--- config.mk ---
export PLATFORM = sky130hd
export DESIGN_NAME = spi_target
export DESIGN_NICKNAME = d
export VERILOG_FILES = /design/src/rtl/spi_pkg.sv /design/src/rtl/sync_fifo.sv /design/src/rtl/spi_target.sv
export SDC_FILE = /design/constraint.sdc
export NUM_CORES = 1
export LEC_CHECK = 0
export CAP_MARGIN = 20
export CORE_UTILIZATION = 45
export DETAILED_ROUTE_END_ITERATION = 8
export GPL_ROUTABILITY_DRIVEN = 1
export PLACE_DENSITY_LB_ADDON = 0.05
export SYNTH_ARGS = -nofsm -noshare
export SYNTH_HDL_FRONTEND = slang
export SYNTH_SLANG_ARGS = --single-unit
--- constraint.sdc ---
create_clock -name clk -period 3.5 [get_ports clk]
set_input_delay 0.7 -clock clk [delete_from_list [all_inputs] [get_ports clk]]
set_output_delay 0.7 -clock clk [all_outputs]
set_load 0.02 [all_outputs]
--- src/rtl/spi_pkg.sv ---
// ---------------------------------------------------------------------------
// spi_pkg
// Shared constants for the SPI target block: data widths, the default byte
// sent when nothing is queued for transmit, and the mode-0 pin polarities.
// No ports; imported by sync_fifo and spi_target.
// ---------------------------------------------------------------------------
package spi_pkg;

    localparam int SPI_BYTE_W   = 8;
    localparam int SPI_BITCNT_W = 3;

    localparam logic [SPI_BYTE_W-1:0] SPI_IDLE_BYTE = 8'hFF;

    // Mode 0: SCK idles low; the rising edge samples, the falling edge shifts.
    localparam logic SCK_IDLE       = 1'b0;
    localparam logic SCK_SAMPLE_LVL = 1'b1;   // SCK level just after the sampling edge
    localparam logic CSN_IDLE       = 1'b1;   // chip select is active-low

endpackage

--- src/rtl/sync_fifo.sv ---
// ---------------------------------------------------------------------------
// sync_fifo
// Single-clock FIFO with registered empty/full flags.
//
// Handshake: a read fires when rd_valid && rd_ready; a write is accepted when
// wr_valid && (wr_ready || a read fires in the same cycle), so a full FIFO can
// take a new entry in the cycle its head leaves. Callers that need a strict
// valid/ready write must gate wr_valid with wr_ready themselves.
//
// Ports:
//   clk, resetn          clock, asynchronous active-low reset
//   wr_valid/wr_ready    write request / not full (registered)
//   wr_data              entry to enqueue
//   rd_valid/rd_ready    not empty (registered) / pop head
//   rd_data              head entry
// ---------------------------------------------------------------------------
module sync_fifo
    import spi_pkg::*;
#(
    parameter int WIDTH   = SPI_BYTE_W,
    parameter int LGDEPTH = 2
) (
    input  logic             clk,
    input  logic             resetn,
    input  logic             wr_valid,
    output logic             wr_ready,
    input  logic [WIDTH-1:0] wr_data,
    output logic             rd_valid,
    input  logic             rd_ready,
    output logic [WIDTH-1:0] rd_data
);

    localparam int DEPTH = 1 << LGDEPTH;

    logic [WIDTH-1:0] mem [DEPTH];
    // One extra pointer bit distinguishes full from empty.
    logic [LGDEPTH:0] wr_ptr, rd_ptr, wr_ptr_nxt, rd_ptr_nxt;
    logic             full_q, empty_q, full_nxt, empty_nxt;
    logic             wr_fire, rd_fire;

    assign rd_valid = !empty_q;
    assign wr_ready = !full_q;
    assign rd_fire  = rd_valid && rd_ready;
    assign wr_fire  = wr_valid && (!full_q || rd_fire);
    assign rd_data  = mem[rd_ptr[LGDEPTH-1:0]];

    always_comb begin
        wr_ptr_nxt = wr_ptr + {{LGDEPTH{1'b0}}, wr_fire};
        rd_ptr_nxt = rd_ptr + {{LGDEPTH{1'b0}}, rd_fire};
        full_nxt   = (wr_ptr_nxt[LGDEPTH] != rd_ptr_nxt[LGDEPTH]) &&
                     (wr_ptr_nxt[LGDEPTH-1:0] == rd_ptr_nxt[LGDEPTH-1:0]);
        empty_nxt  = (wr_ptr_nxt == rd_ptr_nxt);
    end

    always_ff @(posedge clk or negedge resetn) begin
        if (!resetn) begin
            wr_ptr  <= '0;
            rd_ptr  <= '0;
            full_q  <= 1'b0;
            empty_q <= 1'b1;
        end else begin
            wr_ptr  <= wr_ptr_nxt;
            rd_ptr  <= rd_ptr_nxt;
            full_q  <= full_nxt;
            empty_q <= empty_nxt;
        end
    end

    always_ff @(posedge clk) begin
        if (wr_fire) begin
            mem[wr_ptr[LGDEPTH-1:0]] <= wr_data;
        end
    end

endmodule

--- src/rtl/spi_target.sv ---
// ---------------------------------------------------------------------------
// spi_target
// SPI mode-0 target, MSB first. The SPI pins are oversampled in the clk
// domain; received bytes go to an RX FIFO and transmit bytes come from a TX
// FIFO, both with valid/ready handshakes toward local logic.
//
// Ports:
//   clk, resetn               system clock, asynchronous active-low reset
//   spi_clk/spi_csn/spi_mosi  asynchronous pins from the controller
//   spi_miso, spi_miso_oe     data to controller, driven while selected
//   rx_data/rx_valid/rx_ready RX FIFO head, pop on rx_valid && rx_ready
//   tx_data/tx_valid/tx_ready TX FIFO push on tx_valid && tx_ready
//   rx_overrun, tx_underrun   sticky error flags, cleared by flags_clear
//   frame_active, frame_end   selected status / one-cycle end-of-frame pulse
// ---------------------------------------------------------------------------
module spi_target
    import spi_pkg::*;
#(
    parameter int                    RX_LGDEPTH  = 2,
    parameter int                    TX_LGDEPTH  = 2,
    parameter int                    SYNC_STAGES = 2,
    parameter logic [SPI_BYTE_W-1:0] IDLE_BYTE   = SPI_IDLE_BYTE
) (
    input  logic                  clk,
    input  logic                  resetn,
    input  logic                  spi_clk,
    input  logic                  spi_csn,
    input  logic                  spi_mosi,
    output logic                  spi_miso,
    output logic                  spi_miso_oe,
    output logic [SPI_BYTE_W-1:0] rx_data,
    output logic                  rx_valid,
    input  logic                  rx_ready,
    input  logic [SPI_BYTE_W-1:0] tx_data,
    input  logic                  tx_valid,
    output logic                  tx_ready,
    output logic                  rx_overrun,
    output logic                  tx_underrun,
    input  logic                  flags_clear,
    output logic                  frame_active,
    output logic                  frame_end
);

    // ---------------- pin synchronizers ----------------
    logic [SYNC_STAGES-1:0] sck_sync, csn_sync, mosi_sync;
    logic                   sck_prev, csn_prev;
    // Fills with ones after reset; its top bit means csn_prev holds a real
    // pin sample rather than the reset preset, so a CSN held low across reset
    // is not mistaken for a select edge.
    logic [SYNC_STAGES:0]   primed;
    logic                   sck_s, csn_s, mosi_s, edges_ok;

    always_ff @(posedge clk or negedge resetn) begin
        if (!resetn) begin
            sck_sync  <= {SYNC_STAGES{SCK_IDLE}};
            csn_sync  <= {SYNC_STAGES{CSN_IDLE}};
            mosi_sync <= '0;
            sck_prev  <= SCK_IDLE;
            csn_prev  <= CSN_IDLE;
            primed    <= '0;
        end else begin
            sck_sync  <= {sck_sync[SYNC_STAGES-2:0], spi_clk};
            csn_sync  <= {csn_sync[SYNC_STAGES-2:0], spi_csn};
            mosi_sync <= {mosi_sync[SYNC_STAGES-2:0], spi_mosi};
            sck_prev  <= sck_s;
            csn_prev  <= csn_s;
            primed    <= {primed[SYNC_STAGES-1:0], 1'b1};
        end
    end

    assign sck_s    = sck_sync[SYNC_STAGES-1];
    assign csn_s    = csn_sync[SYNC_STAGES-1];
    assign mosi_s   = mosi_sync[SYNC_STAGES-1];
    assign edges_ok = primed[SYNC_STAGES];

    // ---------------- edge events ----------------
    logic csn_fall, csn_rise, sck_rise, sck_fall;

    assign csn_fall = edges_ok && (csn_prev == CSN_IDLE) && (csn_s != CSN_IDLE);
    assign csn_rise = edges_ok && (csn_prev != CSN_IDLE) && (csn_s == CSN_IDLE);
    // Deselect takes priority over any SCK edge seen in the same cycle.
    assign sck_rise = frame_active && !csn_rise &&
                      (sck_s == SCK_SAMPLE_LVL) && (sck_prev != SCK_SAMPLE_LVL);
    assign sck_fall = frame_active && !csn_rise &&
                      (sck_s != SCK_SAMPLE_LVL) && (sck_prev == SCK_SAMPLE_LVL);

    // ---------------- datapath ----------------
    logic [SPI_BITCNT_W-1:0] bit_cnt;
    logic [SPI_BYTE_W-1:0]   tx_shift, rx_shift, rx_byte, tx_head, tx_next;
    logic                    byte_load, rx_push, rx_pop, rx_fifo_ready;
    logic                    tx_head_valid, tx_push;
    logic                    overrun_set, underrun_set;

    assign byte_load = !csn_rise && (csn_fall || (sck_fall && bit_cnt == '0));
    // TX emptiness is judged before this cycle's push lands.
    assign tx_next   = tx_head_valid ? tx_head : IDLE_BYTE;
    assign tx_push   = tx_valid && tx_ready;

    assign rx_byte   = {rx_shift[SPI_BYTE_W-2:0], mosi_s};
    assign rx_push   = sck_rise && (bit_cnt == '1);
    assign rx_pop    = rx_valid && rx_ready;

    // A full RX FIFO still takes the byte if its head is popped this cycle.
    assign overrun_set  = rx_push && !rx_fifo_ready && !rx_pop;
    assign underrun_set = byte_load && !tx_head_valid;

    always_ff @(posedge clk or negedge resetn) begin
        if (!resetn) begin
            bit_cnt      <= '0;
            tx_shift     <= IDLE_BYTE;
            rx_shift     <= '0;
            frame_active <= 1'b0;
            frame_end    <= 1'b0;
            rx_overrun   <= 1'b0;
            tx_underrun  <= 1'b0;
        end else begin
            frame_end <= 1'b0;
            if (csn_rise) begin
                // Only a frame that was actually selected reports its end.
                frame_end    <= frame_active;
                frame_active <= 1'b0;
                bit_cnt      <= '0;
            end else if (csn_fall) begin
                frame_active <= 1'b1;
                bit_cnt      <= '0;
                tx_shift     <= tx_next;
            end else if (sck_rise) begin
                rx_shift <= rx_byte;
                bit_cnt  <= SPI_BITCNT_W'(bit_cnt + 1'b1);
            end else if (sck_fall) begin
                if (bit_cnt == '0) begin
                    tx_shift <= tx_next;
                end else begin
                    tx_shift <= {tx_shift[SPI_BYTE_W-2:0], 1'b0};
                end
            end
            // A set event in the same cycle as a clear leaves the flag set.
            rx_overrun  <= overrun_set  || (rx_overrun  && !flags_clear);
            tx_underrun <= underrun_set || (tx_underrun && !flags_clear);
        end
    end

    assign spi_miso    = frame_active ? tx_shift[SPI_BYTE_W-1] : 1'b1;
    assign spi_miso_oe = frame_active;

    // ---------------- FIFOs ----------------
    sync_fifo #(.WIDTH(SPI_BYTE_W), .LGDEPTH(RX_LGDEPTH)) u_rx_fifo (
        .clk      (clk),
        .resetn   (resetn),
        .wr_valid (rx_push),
        .wr_ready (rx_fifo_ready),
        .wr_data  (rx_byte),
        .rd_valid (rx_valid),
        .rd_ready (rx_ready),
        .rd_data  (rx_data)
    );

    sync_fifo #(.WIDTH(SPI_BYTE_W), .LGDEPTH(TX_LGDEPTH)) u_tx_fifo (
        .clk      (clk),
        .resetn   (resetn),
        .wr_valid (tx_push),
        .wr_ready (tx_ready),
        .wr_data  (tx_data),
        .rd_valid (tx_head_valid),
        .rd_ready (byte_load),
        .rd_data  (tx_head)
    );

endmodule

==> flow_metrics.tcl, run 1 <==
set metrics [dict create \
    core_mm2 0.009729 \
    p_per_area_mw_per_mm2 832.0 \
    row_count 36 \
    synth_common_cells "edfxtp_1 (64), dfrtp_1 (36), mux4_2 (16)" \
    synth_cell_type_count 38 \
    crit_cells 2 \
    start_kind "flip-flop" \
    worst_slack_ns 0.4915 \
    synth_cells 267 \
    yosys.area_share.simple_pct 5.876 \
    synth_area_mm2 0.004514 \
    path_cells "mux4_2, clkdlybuf4s50_1" \
    firstDrtPassIters 4 \
    synth_compound_area_share_pct 5.765 \
    status "complete, no violations" \
    start_util_pct 46.40 \
    maxCapViolations 0 \
    power_frac_seq_pct 42.7 \
    gp_congestion 0.7536 \
    yosysTopAreaCellShare_pct 42.57 \
    n_antenna_cell 0 \
    overflow 0 \
    synth-xor-area-share_pct 2.328 \
    setup-violations-final 0 \
    grtUsageTotal_pct 15.99 \
    clockBufferDepth 2 \
    ys_seq_elements 113 \
    synth_area_per_cell_um2 16.91 \
    cts_tree "yes" \
    totalWireLength_um 7125 \
    clock_skew_ns 0.008610 \
    tns_ns 0 \
    portBuffers 31 \
    instances_no_fill 457 \
    arrival_ns 2.31 \
    route.detailed.drc 0 \
    maxSlewViolCount 0 \
    synthAdderAreaFrac_pct 3.049 \
    yosysTopAreaCell "edfxtp_1" \
    clkPwrFrac_pct 36.6 \
    cts_sinks 113 \
    place_ws_ns 0.7562 \
    synth_edf_count 64 \
    cts_resized 0 \
    die_h_um 102.2 \
    vias 2325 \
    yosysSeqAreaShare_pct 70.09 \
    cts_setup_buffers 0 \
    p_int_mw 3.352 \
    cts_root_buf "clkbuf_8" \
    cts_buffers 17 \
    power.switching_mw 1.281 \
    drive_gt1_share_pct 24.69 \
    antenna_found_initial 0 \
    cp_top_family "flip-flops" \
    post_drt_wl_per_cell_um 15.59 \
    worstPathRequired_ns 2.80 \
    synth_top_family_by_area "multiplexers" \
    min_period_over_period_pct 85.96 \
    syn2layout_area_growth_pct 23.36 \
    synth_top_flop_cell "edfxtp_1" \
    cts_max_level 4 \
    p_sw_share_pct 27.65 \
    ioPinCount 32 \
    insertion_delay_ns 0.51 \
    synthTopCellsByArea "edfxtp_1 (43%), dfrtp_1 (20%), mux4_2 (8.0%)" \
    crit_buf_inv 1 \
    slowest_stage "dfrtp_1" \
    hold_buffers 0 \
    path_class "flip-flop to primary output" \
    syn_nets 294 \
    yosysMostFrequentCell "edfxtp_1" \
    worst_pin_slew_ns 0.7590 \
    grt_max_degree 47 \
    synthMuxAreaShare_pct 9.728 \
    combinationalPowerShare_pct 20.7 \
    hpwl_um 4751 \
    nets 338 \
    grt_pass1_vias 2330 \
    fillerInstances 794 \
    p_leak_nw 2.093 \
    clk_pin_slew_worst_paths_ns 0.06 \
    end_kind "primary output" \
    ant_nets 0 \
    drtIter0Drc 80 \
    fin_crit_ns 3.009 \
    ir_drop_mv 0.3737 \
    grt_pass1_wl_um 11890 \
    slowest_delay_ns 0.68 \
    rsz0062_at_grt "false" \
    yosysWarnings 0 \
    ff2ff_path_depth 10 \
    path_max_fanout 9 \
    final_area_mm2 0.005569 \
    die_area_mm2 0.01044 \
    postSynth.asyncResetShare_pct 43.36 \
    hp-class "input pin to async pin" \
    fmax_ghz 0.3324 \
    power_mw 4.634 \
    slew_headroom_pct 49.21 \
    die_w_um 102.2 \
    via_per_inst 5.088 \
    postPlaceCellArea_mm2 0.004952 \
    hold_violations 0 \
    placed_cells 424 \
]
[worst paths after layout]
path	to	slack, ns	start
min in group clk	primed[1]$_DFF_PN0_	0.35	primed[0]$_DFF_PN0_
min reg2reg	primed[1]$_DFF_PN0_	0.35	primed[0]$_DFF_PN0_
min	u_tx_fifo.wr_ptr[2]$_DFF_PN0_	0.07	resetn
max reg2reg	u_tx_fifo.empty_q$_DFF_PN1_	0.94	bit_cnt[0]$_DFFE_PN0P_
max	rx_data[3]	0.49	u_rx_fifo.rd_ptr[0]$_DFF_PN0_
max in group asynchronous	tx_shift[7]$_DFFE_PN1P_	2.72	resetn
[layout make-up]
| class | instances | area, um^2 | share of cell area, % |
|---|---|---|---|
| Sequential cell | 113 | 3164 | 56.82 |
| Multi-Input combinational cell | 126 | 1211 | 21.75 |
| Clock buffer | 17 | 414.1 | 7.437 |
| Timing Repair Buffer | 39 | 377.9 | 6.785 |
| Clock inverter | 15 | 182.7 | 3.280 |
| Tap cell | 133 | 166.4 | 2.988 |
| Inverter | 14 | 52.55 | 0.9436 |
[cell families (layout without fill, tap and decap cells)]
family          count (synthesis)  in the layout
fa+ha+maj                      11             11
mux                            23             23
xor+xnor                       12             12
other cells                     1              1
simple gates                   46             46
buf+inv                        28             85
flops                         113            113
compound gates                 33             33
[sequential cells by signal, summed over array words and instances (netlist names), 3 cells and up]
| register | flops |
|---|---|
| primed | 3 |
| u_rx_fifo.mem | 32 |
| u_rx_fifo.wr_ptr | 3 |
| bit_cnt | 3 |
| rx_shift | 7 |
| u_rx_fifo.rd_ptr | 3 |
| u_tx_fifo.rd_ptr | 3 |
| u_tx_fifo.mem | 32 |
| tx_shift | 8 |
| u_tx_fifo.wr_ptr | 3 |
[power by group through the flow]
stage,clock [mW],combinational [mW],sequential (mW)
finish,1.70,0.959,1.98
CTS,1.73,0.978,1.99
detailed placement,0,0.978,2.01
global route,1.80,1.06,2.02
global placement,0,0.967,2.01
floorplan,0,0.804,1.86
[routing by layer]
layer / share of wire (%) / up-vias / routed length (um) / track usage, %
li1: - / 1117 / - / -
met1: 44 / 1165 / 3162 / 19.45
met2: 51 / 32 / 3656 / 26.17
met3: 2.6 / 11 / 186 / 4.925
met4: 1.7 / 0 / 119 / 7.582
met5: 0 / - / 0 / 0
[worst reg2reg max path, stage by stage, from the launching register on]
cell	delay, ns
dfrtp_1	0.40
inv_1	0.07
ha_1	0.15
nor2b_1	0.46
o21ai_0	0.30
nor3_1	0.22
ha_1	0.19
ha_1	0.15
xor2_1	0.22
xor2_1	0.19
nor2b_1	0.15
[through the flow]
step | hold slack, ns | util [%]
CTS | 0.3496 | 57.03
detailed placement | 0.3362 | 50.90
finish | 0.07320 | 57.24
global route | 0.07328 | 57.24
floorplan | 0.3312 | -
global placement | 0.3329 | 50.90
[cells in the final DEF, fill, tap and decap left out, types with 3 or more instances in the layout]
master and instances:
dfrtp_1 36, clkinv_4 4, and3b_1 3, o2111ai_1 9, bufinv_16 3, clkbuf_16 16
inv_1 14, xor2_1 5, buf_4 7, xnor2_1 7, mux4_2 16, nor3_1 12
dfstp_2 13, nor2_1 6, nand2_1 7, ha_1 11, o21ai_0 3, inv_6 3
edfxtp_1 64, clkdlybuf4s50_1 30, a211oi_1 7, clkinvlp_4 3, nand3b_1 3, mux2_2 7
nor2b_1 6, o31ai_1 8
No activity file was read; power rests on OpenSTA's default activity.
==> inputs of run 2 (changes only) <==
CELL_PAD_IN_SITES_DETAIL_PLACEMENT = 0   (was default)
CELL_PAD_IN_SITES_GLOBAL_PLACEMENT = 1   (was default)
==> run 2 against run 1 <==
Cell area down 0.90%. Critical endpoint is now rx_data[4]. Critical path depth unchanged. Global-route usage up 0.25 points. Critical path type unchanged. Largest cell class unchanged.
==> flow_metrics.tcl, run 2 (synthesized netlist as in run 1, its figures left out) <==
set metrics [dict create \
    status "complete, no violations" \
    die_w_um 102.2 \
    arrival_ns 2.30 \
    min_period_over_period_pct 85.77 \
    gp_congestion 0.7158 \
    die_area_mm2 0.01044 \
    overflow 0 \
    grt_pass1_vias 2315 \
    grt_max_degree 46 \
    core_mm2 0.009729 \
    p_per_area_mw_per_mm2 810.1 \
    cts_sinks 113 \
    path_max_fanout 9 \
    start_util_pct 46.40 \
    ir_drop_mv 0.3447 \
    slowest_delay_ns 0.68 \
    via_per_inst 5.100 \
    worst_pin_slew_ns 0.7335 \
    n_antenna_cell 0 \
    vias 2336 \
    ant_nets 0 \
    grtUsageTotal_pct 16.24 \
    path_cells "mux4_2, clkdlybuf4s50_1" \
    cts_tree "yes" \
    post_drt_wl_per_cell_um 16.00 \
    die_h_um 102.2 \
    ff2ff_path_depth 11 \
    hold_buffers 0 \
    worstPathRequired_ns 2.80 \
    cts_resized 0 \
    antenna_found_initial 0 \
    clockBufferDepth 2 \
    insertion_delay_ns 0.50 \
    clk_pin_slew_worst_paths_ns 0.06 \
    syn2layout_area_growth_pct 22.26 \
    slowest_stage "dfrtp_1" \
    maxSlewViolCount 0 \
    slew_headroom_pct 50.92 \
    totalWireLength_um 7326 \
    end_kind "primary output" \
    fin_crit_ns 3.002 \
    hold_violations 0 \
    hp-class "input pin to async pin" \
    cts_root_buf "clkbuf_8" \
    cts_setup_buffers 0 \
    hpwl_um 4849 \
    portBuffers 31 \
    path_class "flip-flop to primary output" \
    utilization_pct 56.73 \
    row_count 36 \
    fmax_ghz 0.3331 \
    start_kind "flip-flop" \
    maxCapViolations 0 \
    drtIter0Drc 100 \
    nets 340 \
    clock_skew_ns 0.006238 \
    rsz0062_at_grt "false" \
    ioPinCount 32 \
    tns_ns 0 \
    final_common_cell "edfxtp_1" \
    route.detailed.drc 0 \
    cts_buffers 17 \
    firstDrtPassIters 4 \
    drive_gt1_share_pct 25.23 \
    cts_max_level 4 \
    p_leak_nw 2.080 \
    setup-violations-final 0 \
    final_cell_mix "edfxtp_1 (64), dfrtp_1 (36), clkdlybuf4s50_1 (30)" \
    grt_pass1_wl_um 12030 \
]
## run 2: changes by cell type in the layout (fill, tap and decap cells not counted), sizes merged
| cell | change |
|---|---|
| buf | +2 |
| bufinv | -2 |
| clkinv | +2 |
| inv | -1 |
## run 2: worst max-delay path, delay by kind of cell (launching register included)
kind / cells / cell delay, ns
flops: 1 / 0.68
mux: 1 / 0.57
buf+inv: 1 / 0.55
## run 2: layout make-up
cell class                      instances  area (um^2)
Tap cell                              133        166.4
Multi-Input combinational cell        126         1211
Sequential cell                       113         3164
Clock buffer                           17        414.1
Fill cell                             825         4210
Clock inverter                         14        117.6
Timing Repair Buffer                   41        392.9
Inverter                               14        52.55
## run 2: per-stage QoR
| step | hold WS (ns) | std cells | setup slack (ns) | instance area, um^2 | power [mW] |
|---|---|---|---|---|---|
| floorplan | 0.3312 | 267 | 1.285 | 4514 | 2.668 |
| global placement | 0.3328 | 426 | 0.8260 | 4967 | 2.988 |
| detailed placement | 0.3356 | 426 | 0.7728 | 4967 | 3.005 |
| CTS | 0.3565 | 457 | 0.4272 | 5499 | 4.534 |
| global route | 0.008101 | 458 | 0.3508 | 5519 | 4.723 |
| finish | 0.02207 | 458 | 0.4981 | 5519 | 4.471 |
## run 2: path summary, 6_finish.rpt
path,to,startpoint,slack [ns]
min in group clk,mosi_sync[1]$_DFF_PN0_,mosi_sync[0]$_DFF_PN0_,0.35
min reg2reg,mosi_sync[1]$_DFF_PN0_,mosi_sync[0]$_DFF_PN0_,0.35
max,rx_data[4],u_rx_fifo.rd_ptr[0]$_DFF_PN0_,0.50
max reg2reg,u_tx_fifo.empty_q$_DFF_PN1_,bit_cnt[0]$_DFFE_PN0P_,0.95
max in group asynchronous,csn_prev$_DFF_PN1_,resetn,2.81
min,rx_shift[0]$_DFFE_PN0P_,resetn,0.02
## run 2: where the power goes
part           internal [mW]  switching [mW]  leakage (nW)  total [mW]
clock                  0.931           0.585         0.260        1.52
sequential              1.74           0.241          1.17        1.98
combinational          0.534           0.442         0.654       0.976
## run 2: per-layer routing
metal / track usage, % / wire length (um) / up-vias
li1: - / - / 1111
met1: 20.35 / 3258 / 1180
met2: 25.86 / 3795 / 35
met3: 4.514 / 177 / 10
met4: 8.571 / 94 / 0
met5: 0 / 0 / -
==> inputs of run 3 (changes only) <==
CELL_PAD_IN_SITES_DETAIL_PLACEMENT = 1   (was 0)
SETUP_SLACK_MARGIN = 0.3   (was default)
==> run 3 against run 2 <==
Flip-flop and latch count did not move. Die area did not move. Combinational power rose by 1%. Sequential share of layout area fell by 0.77 points. Largest cell class unchanged. Largest power group unchanged.
==> flow_metrics.tcl, run 3 (synthesized netlist as in run 1, its figures left out) <==
set metrics [dict create \
    instances_no_fill 457 \
    cts_tree "yes" \
    ff2ff_setup_slack_ns 0.92 \
    vias 2398 \
    crit_start "u_rx_fifo.rd_ptr[0]$_DFF_PN0_" \
    cts_root_buf "clkbuf_8" \
    final_cell_mix "edfxtp_1 (64), dfrtp_1 (36), clkdlybuf4s50_1 (30)" \
    hpwl_um 5079 \
    die_w_um 102.2 \
    fmax_ghz 0.3347 \
    ir_drop_mv 0.4078 \
    p_per_area_mw_per_mm2 847.8 \
    whs_ns 0.04327 \
    syn2layout_area_growth_pct 23.92 \
    cts_resized 0 \
    timing.rr.end "u_tx_fifo.empty_q$_DFF_PN1_" \
    maxCapViolations 0 \
    slew_headroom_pct 50.26 \
    status "complete, no violations" \
    setup-violations-final 0 \
    worst_slack_ns 0.5119 \
    cts_setup_buffers 0 \
    clock_skew_ns 0.007014 \
    hp-class "input pin to async pin" \
    portBuffers 31 \
    start_util_pct 46.40 \
    arrival_ns 2.29 \
    die_area_mm2 0.01044 \
    final_common_cell "edfxtp_1" \
    drive_gt1_share_pct 24.07 \
    ioPinCount 32 \
    hold_violations 0 \
    drtIter0Drc 81 \
    tns_ns 0 \
    grtUsageTotal_pct 17.35 \
    place_ws_ns 0.6893 \
    ant_nets 0 \
    firstDrtPassIters 4 \
    hold_buffers 0 \
    row_count 36 \
    grt_pass1_wl_um 13010 \
    via_per_inst 5.247 \
    placed_cells 426 \
    cts_sinks 113 \
    reg2reg_from "bit_cnt[0]$_DFFE_PN0P_" \
    grt_max_degree 46 \
    clockBufferDepth 2 \
    die_h_um 102.2 \
    grt_pass1_vias 2472 \
    rsz0062_at_grt "false" \
    totalWireLength_um 7972 \
    maxSlewViolCount 0 \
    path_class "flip-flop to primary output" \
    fin_crit_ns 2.988 \
    route.detailed.drc 0 \
    worstPathRequired_ns 2.80 \
    overflow 0 \
    core_mm2 0.009729 \
    path_max_fanout 9 \
    antenna_found_initial 0 \
    n_antenna_cell 0 \
    post_drt_wl_per_cell_um 17.44 \
    start_kind "flip-flop" \
    worst_pin_slew_ns 0.7433 \
    endpoint "rx_data[4]" \
    p_leak_nw 2.116 \
    end_kind "primary output" \
    clk_pin_slew_worst_paths_ns 0.05 \
    ff2ff_path_depth 11 \
    insertion_delay_ns 0.50 \
    cts_max_level 4 \
    gp_congestion 0.7158 \
    cts_buffers 17 \
    min_period_over_period_pct 85.37 \
    nets 340 \
]
run 3: changes by cell type in the layout (fill, tap and decap cells not counted):
cell | before | now
clkinv_1 | 0 | 3
clkinv_4 | 2 | 0
clkinvlp_4 | 3 | 1
clkinv_2 | 6 | 3
bufinv_16 | 1 | 5
inv_6 | 2 | 1
run 3: how the worst min path moves through the flow:
stage / start / to / cells after the start
3_5_place_dp: primed[0]$_DFF_PN0_ / primed[1]$_DFF_PN0_ / 0
3_3_place_gp: primed[0]$_DFF_PN0_ / primed[1]$_DFF_PN0_ / 0
5_1_grt: resetn / mosi_sync[1]$_DFF_PN0_ / 1
6_report: resetn / mosi_sync[0]$_DFF_PN0_ / 1
2_1_floorplan: mosi_sync[0]$_DFF_PN0_ / mosi_sync[1]$_DFF_PN0_ / 0
4_1_cts: primed[0]$_DFF_PN0_ / primed[1]$_DFF_PN0_ / 0
run 3: stage by stage:
stage | total power [mW] | util, % | instance area, um^2
detailed placement | 3.013 | 51.05 | 4967
finish | 4.743 | 57.50 | 5594
global placement | 2.988 | 51.05 | 4967
CTS | 4.817 | 57.29 | 5574
global route | 5.001 | 57.50 | 5594
floorplan | 2.668 | - | 4514
run 3: area by class of cell:
class,count,area (um^2)
Tap cell,133,166.4
Timing Repair Buffer,41,392.9
Clock inverter,13,192.7
Inverter,14,52.55
Sequential cell,113,3164
Clock buffer,17,414.1
Multi-Input combinational cell,126,1211
Fill cell,922,4135
run 3: worst max-delay path: stages, from the launching register on:
cell and delay (ns):
dfrtp_1 0.67, mux4_2 0.56, clkdlybuf4s50_1 0.56
run 3: routing by layer:
| metal | GRT usage, % | vias up | wire length (um) |
|---|---|---|---|
| met3 | 4.651 | 14 | 223 |
| li1 | - | 1113 | - |
| met1 | 21.80 | 1229 | 3540 |
| met4 | 8.791 | 0 | 137 |
| met5 | 0 | - | 0 |
| met2 | 27.83 | 42 | 4070 |
run 3: where the power goes:
| group | internal (mW) | switching [mW] |
|---|---|---|
| clock | 1.21 | 0.560 |
| combinational | 0.535 | 0.452 |
| sequential | 1.74 | 0.250 |
| total | 3.48 | 1.26 |
